`src/rtl/alu_arb_pkg.sv`:
```
// Shared definitions for the two-requester ALU arbiter: FSM state encoding,
// flag bit positions within {N,Z,V,C} and the ALU select codes.
package alu_arb_pkg;

    // FSM state type; plain logic constants keep the encoding visible in waves
    typedef logic [1:0] arb_state_t;

    localparam arb_state_t ST_IDLE = 2'b00;
    localparam arb_state_t ST_EXEC = 2'b01;
    localparam arb_state_t ST_HOLD = 2'b10;

    // Bit positions of the ALU condition flags within a 4-bit {N,Z,V,C} word
    localparam int FLAG_N = 3;
    localparam int FLAG_Z = 2;
    localparam int FLAG_V = 1;
    localparam int FLAG_C = 0;

    // ALU select codes; the arbiter forwards S untouched, these exist for users
    localparam logic [2:0] OP_ADD = 3'b010;
    localparam logic [2:0] OP_SUB = 3'b011;
    localparam logic [2:0] OP_OR  = 3'b100;
    localparam logic [2:0] OP_NOR = 3'b101;
    localparam logic [2:0] OP_AND = 3'b110;

    // Index of the granted requester from a one-hot (or empty) grant vector
    function automatic logic grant_to_id(input logic [1:0] grant);
        return grant[1];
    endfunction

endpackage

```
`src/rtl/alu_arb_rr.sv`:
```
// Two-way grant logic for alu_arbiter.
// ALU_ARB_RR_EN defined  : round-robin, a tie goes to the requester not granted
//                          last; the pointer moves on every grant.
// ALU_ARB_RR_EN undefined: fixed priority, req[0] wins ties, no state at all.
module alu_arb_rr
    import alu_arb_pkg::*;
(
`ifdef ALU_ARB_RR_EN
    input  logic       clk,
    input  logic       reset,
    input  logic       en,
`endif
    input  logic [1:0] req,
    output logic [1:0] grant,
    output logic       grant_id
);

`ifdef ALU_ARB_RR_EN
    // Requester favoured on the next tie; reset value favours req0
    logic prio;

    // Grant the lone requester, or the favoured one on a tie
    always_comb begin
        grant = 2'b00;
        if (req == 2'b11) begin
            grant = prio ? 2'b10 : 2'b01;
        end else begin
            grant = req;
        end
    end

    // Hand the tie preference to the other requester after every grant
    always_ff @(posedge clk or posedge reset) begin
        if (reset) begin
            prio <= 1'b0;
        end else if (en && (|req)) begin
            prio <= ~grant_to_id(grant);
        end
    end
`else
    // req0 always wins; req1 only when req0 is idle
    always_comb begin
        grant = 2'b00;
        if (req[0]) begin
            grant = 2'b01;
        end else if (req[1]) begin
            grant = 2'b10;
        end
    end
`endif

    assign grant_id = grant_to_id(grant);

endmodule

```
`src/rtl/alu_arbiter.sv`:
```
// Arbitrates two requesters onto one shared combinational ALU.  The granted
// operation is registered onto the ALU buses, the ALU result is captured one
// cycle later and presented on a valid/ready response port tagged with the
// requester id.  A new grant can be taken on the response handshake cycle,
// giving one result every two cycles under continuous load.
// Optional: define ALU_ARB_RR_EN for round-robin arbitration (default: req0
// has fixed priority).
//
// state | meaning
// IDLE  | nothing in flight; grant any valid requester
// EXEC  | operands on ALU buses; capture result at end of cycle
// HOLD  | response valid; wait for rsp_ready, may grant on handshake
module alu_arbiter
    import alu_arb_pkg::*;
#(
    parameter int WIDTH = 64
) (
    input  logic             clk,
    input  logic             reset,

    input  logic             req0_valid,
    output logic             req0_ready,
    input  logic [WIDTH-1:0] req0_a,
    input  logic [WIDTH-1:0] req0_b,
    input  logic [2:0]       req0_op,
    input  logic             req0_cin,

    input  logic             req1_valid,
    output logic             req1_ready,
    input  logic [WIDTH-1:0] req1_a,
    input  logic [WIDTH-1:0] req1_b,
    input  logic [2:0]       req1_op,
    input  logic             req1_cin,

    output logic [WIDTH-1:0] alu_abus,
    output logic [WIDTH-1:0] alu_bbus,
    output logic [2:0]       alu_s,
    output logic             alu_cin,
    input  logic [WIDTH-1:0] alu_out,
    input  logic [3:0]       alu_nzvc,

    output logic             rsp_valid,
    input  logic             rsp_ready,
    output logic             rsp_id,
    output logic [WIDTH-1:0] rsp_data,
    output logic [3:0]       rsp_flags
);

    arb_state_t state;
    logic       gnt_id_q;
    logic       accept_en;
    logic       take;
    logic [1:0] grant;
    logic       grant_id;

    logic [WIDTH-1:0] sel_a;
    logic [WIDTH-1:0] sel_b;
    logic [2:0]       sel_op;
    logic             sel_cin;

    alu_arb_rr u_arb (
`ifdef ALU_ARB_RR_EN
        .clk      (clk),
        .reset    (reset),
        .en       (accept_en),
`endif
        .req      ({req1_valid, req0_valid}),
        .grant    (grant),
        .grant_id (grant_id)
    );

    // A grant is possible when idle, or when the held response is leaving
    always_comb begin
        accept_en = 1'b0;
        if (state == ST_IDLE) begin
            accept_en = 1'b1;
        end else if ((state == ST_HOLD) && rsp_ready) begin
            accept_en = 1'b1;
        end
    end

    assign take       = accept_en && (|grant);
    assign req0_ready = !reset && accept_en && grant[0];
    assign req1_ready = !reset && accept_en && grant[1];

    // Select the winning requester's operation for loading onto the ALU
    always_comb begin
        sel_a   = req0_a;
        sel_b   = req0_b;
        sel_op  = req0_op;
        sel_cin = req0_cin;
        if (grant_id) begin
            sel_a   = req1_a;
            sel_b   = req1_b;
            sel_op  = req1_op;
            sel_cin = req1_cin;
        end
    end

    // Sequencing: one EXEC cycle per grant, HOLD until the response is taken
    always_ff @(posedge clk or posedge reset) begin
        if (reset) begin
            state <= ST_IDLE;
        end else begin
            case (state)
                ST_IDLE: begin
                    if (take) begin
                        state <= ST_EXEC;
                    end
                end
                ST_EXEC: begin
                    state <= ST_HOLD;
                end
                ST_HOLD: begin
                    if (rsp_ready) begin
                        state <= take ? ST_EXEC : ST_IDLE;
                    end
                end
                default: begin
                    state <= ST_IDLE;
                end
            endcase
        end
    end

    // ALU operand registers load only on a grant and otherwise keep their value
    always_ff @(posedge clk or posedge reset) begin
        if (reset) begin
            alu_abus <= '0;
            alu_bbus <= '0;
            alu_s    <= 3'b000;
            alu_cin  <= 1'b0;
            gnt_id_q <= 1'b0;
        end else if (take) begin
            alu_abus <= sel_a;
            alu_bbus <= sel_b;
            alu_s    <= sel_op;
            alu_cin  <= sel_cin;
            gnt_id_q <= grant_id;
        end
    end

    // Capture the ALU result at the end of EXEC; drop valid on the handshake
    always_ff @(posedge clk or posedge reset) begin
        if (reset) begin
            rsp_valid <= 1'b0;
            rsp_id    <= 1'b0;
            rsp_data  <= '0;
            rsp_flags <= 4'b0000;
        end else if (state == ST_EXEC) begin
            rsp_valid         <= 1'b1;
            rsp_id            <= gnt_id_q;
            rsp_data          <= alu_out;
            rsp_flags[FLAG_N] <= alu_nzvc[FLAG_N];
            rsp_flags[FLAG_Z] <= alu_nzvc[FLAG_Z];
            rsp_flags[FLAG_V] <= alu_nzvc[FLAG_V];
            rsp_flags[FLAG_C] <= alu_nzvc[FLAG_C];
        end else if ((state == ST_HOLD) && rsp_ready) begin
            rsp_valid <= 1'b0;
        end
    end

endmodule

```
`config.mk`:
```
export PLATFORM = sky130hd
export DESIGN_NAME = alu_arbiter
export DESIGN_NICKNAME = d
export VERILOG_FILES = /design/src/rtl/alu_arb_pkg.sv /design/src/rtl/alu_arb_rr.sv /design/src/rtl/alu_arbiter.sv
export SDC_FILE = /design/constraint.sdc
export NUM_CORES = 1
export LEC_CHECK = 0
export ABC_AREA = 0
export CAP_MARGIN = 20
export CORE_AREA = 2 2 207 209
export DETAILED_ROUTE_END_ITERATION = 7
export DIE_AREA = 0 0 209 211
export HOLD_SLACK_MARGIN = 0.05
export PLACE_DENSITY = 0.49
export SYNTH_ARGS = -nofsm -noshare
export SYNTH_HDL_FRONTEND = slang
export SYNTH_SLANG_ARGS = --single-unit
export TNS_END_PERCENT = 100
```
`constraint.sdc`:
```
create_clock -name clk -period 7.7 [get_ports clk]
set_input_delay 1.54 -clock clk [delete_from_list [all_inputs] [get_ports clk]]
set_output_delay 1.54 -clock clk [all_outputs]
set_load 0.01 [all_outputs]
```
=== Word-level counts from Yosys, hierarchy flattened ===
Cells that the tools add are included.

* Equality and inequality tests: 4
* Multiplexer cells: 14
* Reductions and logical operators: 10

{| class="wikitable"
|+ Operators with widths
! kind !! number
|-
| $mux 64 || 2
|-
| $mux 2 || 4
|-
| $mux 1 || 6
|-
| $pmux 2 s3 || 1
|-
| $logic_and 1x1->1 || 5
|-
| $ne 2x2->1 const B || 2
|-
| $mux 3 || 1
|-
| $eq 2x1->1 const B || 1
|-
| $eq 2x2->1 const B || 1
|-
| $logic_not 2->1 || 1
|-
| $reduce_and 2->1 || 1
|-
| $reduce_bool 2->1 || 1
|-
| $reduce_or 2->1 || 1
|-
| $logic_not 1->1 || 1
|}

* Flip-flop bits (word level): 205
* Input port bits: 337
* Output and inout bits: 204
* Word-level logic and storage cells: 38

=== Logic depth before layout (Yosys ltp) ===
* Depth after elaboration: 8
* Gate-level depth with buffers: 6
* Depth with buffers taken out: 3

=== Cells and area by module ===
Synthesis repeated with hierarchy kept, for this count alone.

* Cells, all modules: 592
* Area, all modules: 9213.8 um2

{| class="wikitable"
|+ Modules (own cells, without submodules)
! module !! times used !! cells each !! area each (um2) !! sequential area each (um2)
|-
| alu_arbiter || 1 || 589 || 9185.1 || 5129.9
|-
| alu_arb_rr || 1 || 3 || 28.8 || 0.0
|}

=== Worst setup path before layout ===
OpenSTA, ideal clock, no wires.

* Path kind: input -> output
* Start: input port req1_valid
* End: output port req1_ready
* Data arrival time: 2440 ps
* Data required time: 6160 ps
* Setup slack: 3720 ps
* Stages: 5
* Path buffers: 3
* Path through: nor2b_1 > buf_6 > buf_6 > buf_6 > nor3b_1

* Cells in the longest elaborated chain, start to end: 3

{| class="wikitable"
|+ RTL lines
! what !! line !! text
|-
| start, declared || alu_arbiter.sv:28 || <nowiki>input logic req1_valid,</nowiki>
|-
| $mux 2 || alu_arb_rr.sv:46 || <nowiki>end else if (req[1]) begin</nowiki>
|-
| $mux 2 || alu_arb_rr.sv:44 || <nowiki>if (req[0]) begin</nowiki>
|-
| $logic_and 1x1->1 || alu_arbiter.sv:84 || <nowiki>assign req1_ready = !reset && accept_en && grant[1];</nowiki>
|-
| end, declared || alu_arbiter.sv:29 || <nowiki>output logic req1_ready,</nowiki>
|}

Every way passes these cells.

=== Worst setup path after layout ===
* Start: input port rsp_ready
* End: output port req1_ready

* Cells in the longest elaborated chain, start to end: 5

{| class="wikitable"
|+ RTL lines
! what !! line !! text
|-
| start, declared || alu_arbiter.sv:43 || <nowiki>input logic rsp_ready,</nowiki>
|-
| $logic_and 1x1->1 || alu_arbiter.sv:77 || <nowiki>end else if ((state == ST_HOLD) && rsp_ready) begin</nowiki>
|-
| $mux 1 || alu_arbiter.sv:77 ||
|-
| $mux 1 || alu_arbiter.sv:75 || <nowiki>if (state == ST_IDLE) begin</nowiki>
|-
| $logic_and 1x1->1 (2 in a row) || alu_arbiter.sv:84 ||
|}

Every way passes these cells.

==> flow_summary.ini <==
[setup_path]
cp.arrival_ns = 3.11
critical_path_class = input pin to primary output
slowest_stage = clkdlybuf4s50_1
timing.rr.start = state[1]
cp_common_cell = clkdlybuf4s50_1
setup.worst_path.start_class = input pin
endpoint_kind = primary output
critPathMaxStageDelay_ns = 0.57
startpoint = rsp_ready
critPathMaxFanout = 5
crit_chain = clkdlybuf4s50_1 -> nand2b_1 -> nand2_1 -> nor3b_1 -> clkdlybuf4s50_1
cp_data_required_time_ns = 6.16

[synth]
yosys_warnings = 0
ys_seq_area_frac = 0.539
ys_types = 15
netlist_area_mm2 = 0.00952
synth.avg_cell_area_um2 = 16.1
ys_ff_latch = 205
synthesis.nets = 928
synth_cells = 591

[global_route]
first_global_vias = 7478
grt_usage = 0.145
grt_max_degree = 133
grt-ovfl-total = 0
antenna_found_initial = 4
grt_pass1_wl_um = 48200

[sta]
setup_violations = 0
fin_crit_sh = 0.603
timing.fmax_mhz = 215
worstMarginPinSlew_ns = 1.12
setup_tns_ns = 0
fin_skew_ns = 0.0136
rsz0062_at_grt = no
relSlewSlack = 0.255
fin_crit_ns = 4.65
finalHoldViolations = 0
drv_slew = 0

[finish]
area_delta_synth_final_pct = 71.2
fin_nets = 1465
layout_common_cells = clkdlybuf4s50_1 (540), mux2_2 (264), dfrtp_1 (205)
layout_commonest_cell = clkdlybuf4s50_1
stdcell_area_mm2 = 0.0163
drive_gt1_frac = 0.338

[drt]
wl_um = 33100
wl_per_cell_um = 19.6
drc = 0
viasPerCell = 4.14
vias = 6995
first_pass_iters = 4
ant_nets = 0
drt_iter0_markers = 177

[hold_path]
min_from = alu_bbus[13]
hp-class = flop to flop

[place]
place_area_mm2 = 0.0154
place_congestion = 0.727
port_buffers = 540
post-dp-hpwl_um = 24800

[clock_tree]
clock_latency_ns = 0.54
clkTransAtPathRegs_ns = 0.06
post_cts_resized = 0
cts_buffer_depth = 3
post_cts_buffers = 0
cts_hold_buf = 0
root_buffer = clkbuf_16
cts_tree = done
cts-buffers-inserted = 26
clock_sinks = 205
htree_levels = 1

[power]
peakVddDrop_v = 0.000170
p_per_area_mw_per_mm2 = 358
total_power_mw = 5.84
p_leak_nw = 6.55

[floorplanning]
ios = 541
die_w_um = 209
die_y_um = 211
initial_core_util = 0.228
dieArea_mm2 = 0.0441
core_mm2 = 0.0418
rows = 75

[job]
maxCapViolCount = 0

[status]
status = finished, final reports clean
cells by family after synthesis:
group           share of synthesized area
flops                               0.539
simple gates                      0.00407
mux                                 0.421
compound gates                    0.00421
buf+inv                            0.0318
cell usage after synthesis:
library cell | number | area [um2]
a21oi_1 | 2 | 10.0
a31oi_1 | 2 | 12.5
buf_2 | 20 | 100
buf_6 | 17 | 191
dfrtp_1 | 205 | 5130
inv_1 | 3 | 11.3
mux2_2 | 264 | 2970
mux2_4 | 69 | 1040
nand2_1 | 2 | 7.51
nand2b_1 | 1 | 6.26
nor2_1 | 1 | 3.75
nor2b_1 | 1 | 6.26
nor3b_1 | 2 | 15.0
o211a_1 | 1 | 10.0
o21bai_1 | 1 | 7.51
metrics by stage:
stage | util | instances | hold WS (ns) | setup WS [ns]
3_3_place_gp | 0.369 | 1639 | 0.488 | 3.07
3_5_place_dp | 0.369 | 1639 | 0.494 | 3.06
5_1_grt | 0.390 | 1690 | 0.514 | 2.98
6_report | 0.390 | 1690 | 0.502 | 3.05
4_1_cts | 0.390 | 1687 | 0.506 | 3.06
2_1_floorplan | - | 591 | 0.453 | 0.564
final timing paths:
path,to,slack [ns],cells past startpoint
setup / recovery,req1_ready,3.05,5
hold / removal,alu_bbus[13],0.50,1
setup reg to reg,alu_abus[46],5.11,4
hold reg to reg,alu_bbus[13],0.50,1
max in group asynchronous,alu_bbus[23],4.73,3
min in group asynchronous,rsp_flags[1],1.55,2
sequential cells by signal (all words and copies together), names as in the netlist:
register / cells
alu_s: 3
alu_cin: 1
rsp_data: 64
gnt_id_q: 1
alu_bbus: 64
rsp_valid: 1
rsp_id: 1
state: 2
rsp_flags: 4
alu_abus: 64
per-layer routing:
layer,part of all wire,track usage
met5,0.00039,0
met4,0.029,0.0500
met3,0.11,0.0633
met2,0.51,0.260
met1,0.36,0.150
area by class of cell:
class	instances	area (um2)
Fill cell	4016	25500
Clock inverter	11	114
Tap cell	539	674
Timing Repair Buffer	546	5460
Multi-Input combinational cell	346	4110
Clock buffer	37	783
Inverter	3	18.8
Antenna cell	3	7.51
Sequential cell	205	5130
critical path: cells and delay by family:
kind	cells	cell delay [ns]
buffers and inverters	2	1.05
and+or+nand+nor	3	0.51
report_power, final:
group,switching (mW),internal (mW),leakage (nW),total [mW]
Sequential,0.272,1.63,2.39,1.90
Combinational,1.01,1.66,3.71,2.67
Clock,0.497,0.773,0.443,1.27
Total,1.77,4.06,6.55,5.84
Note: power is estimated with default switching activity, not from simulation.
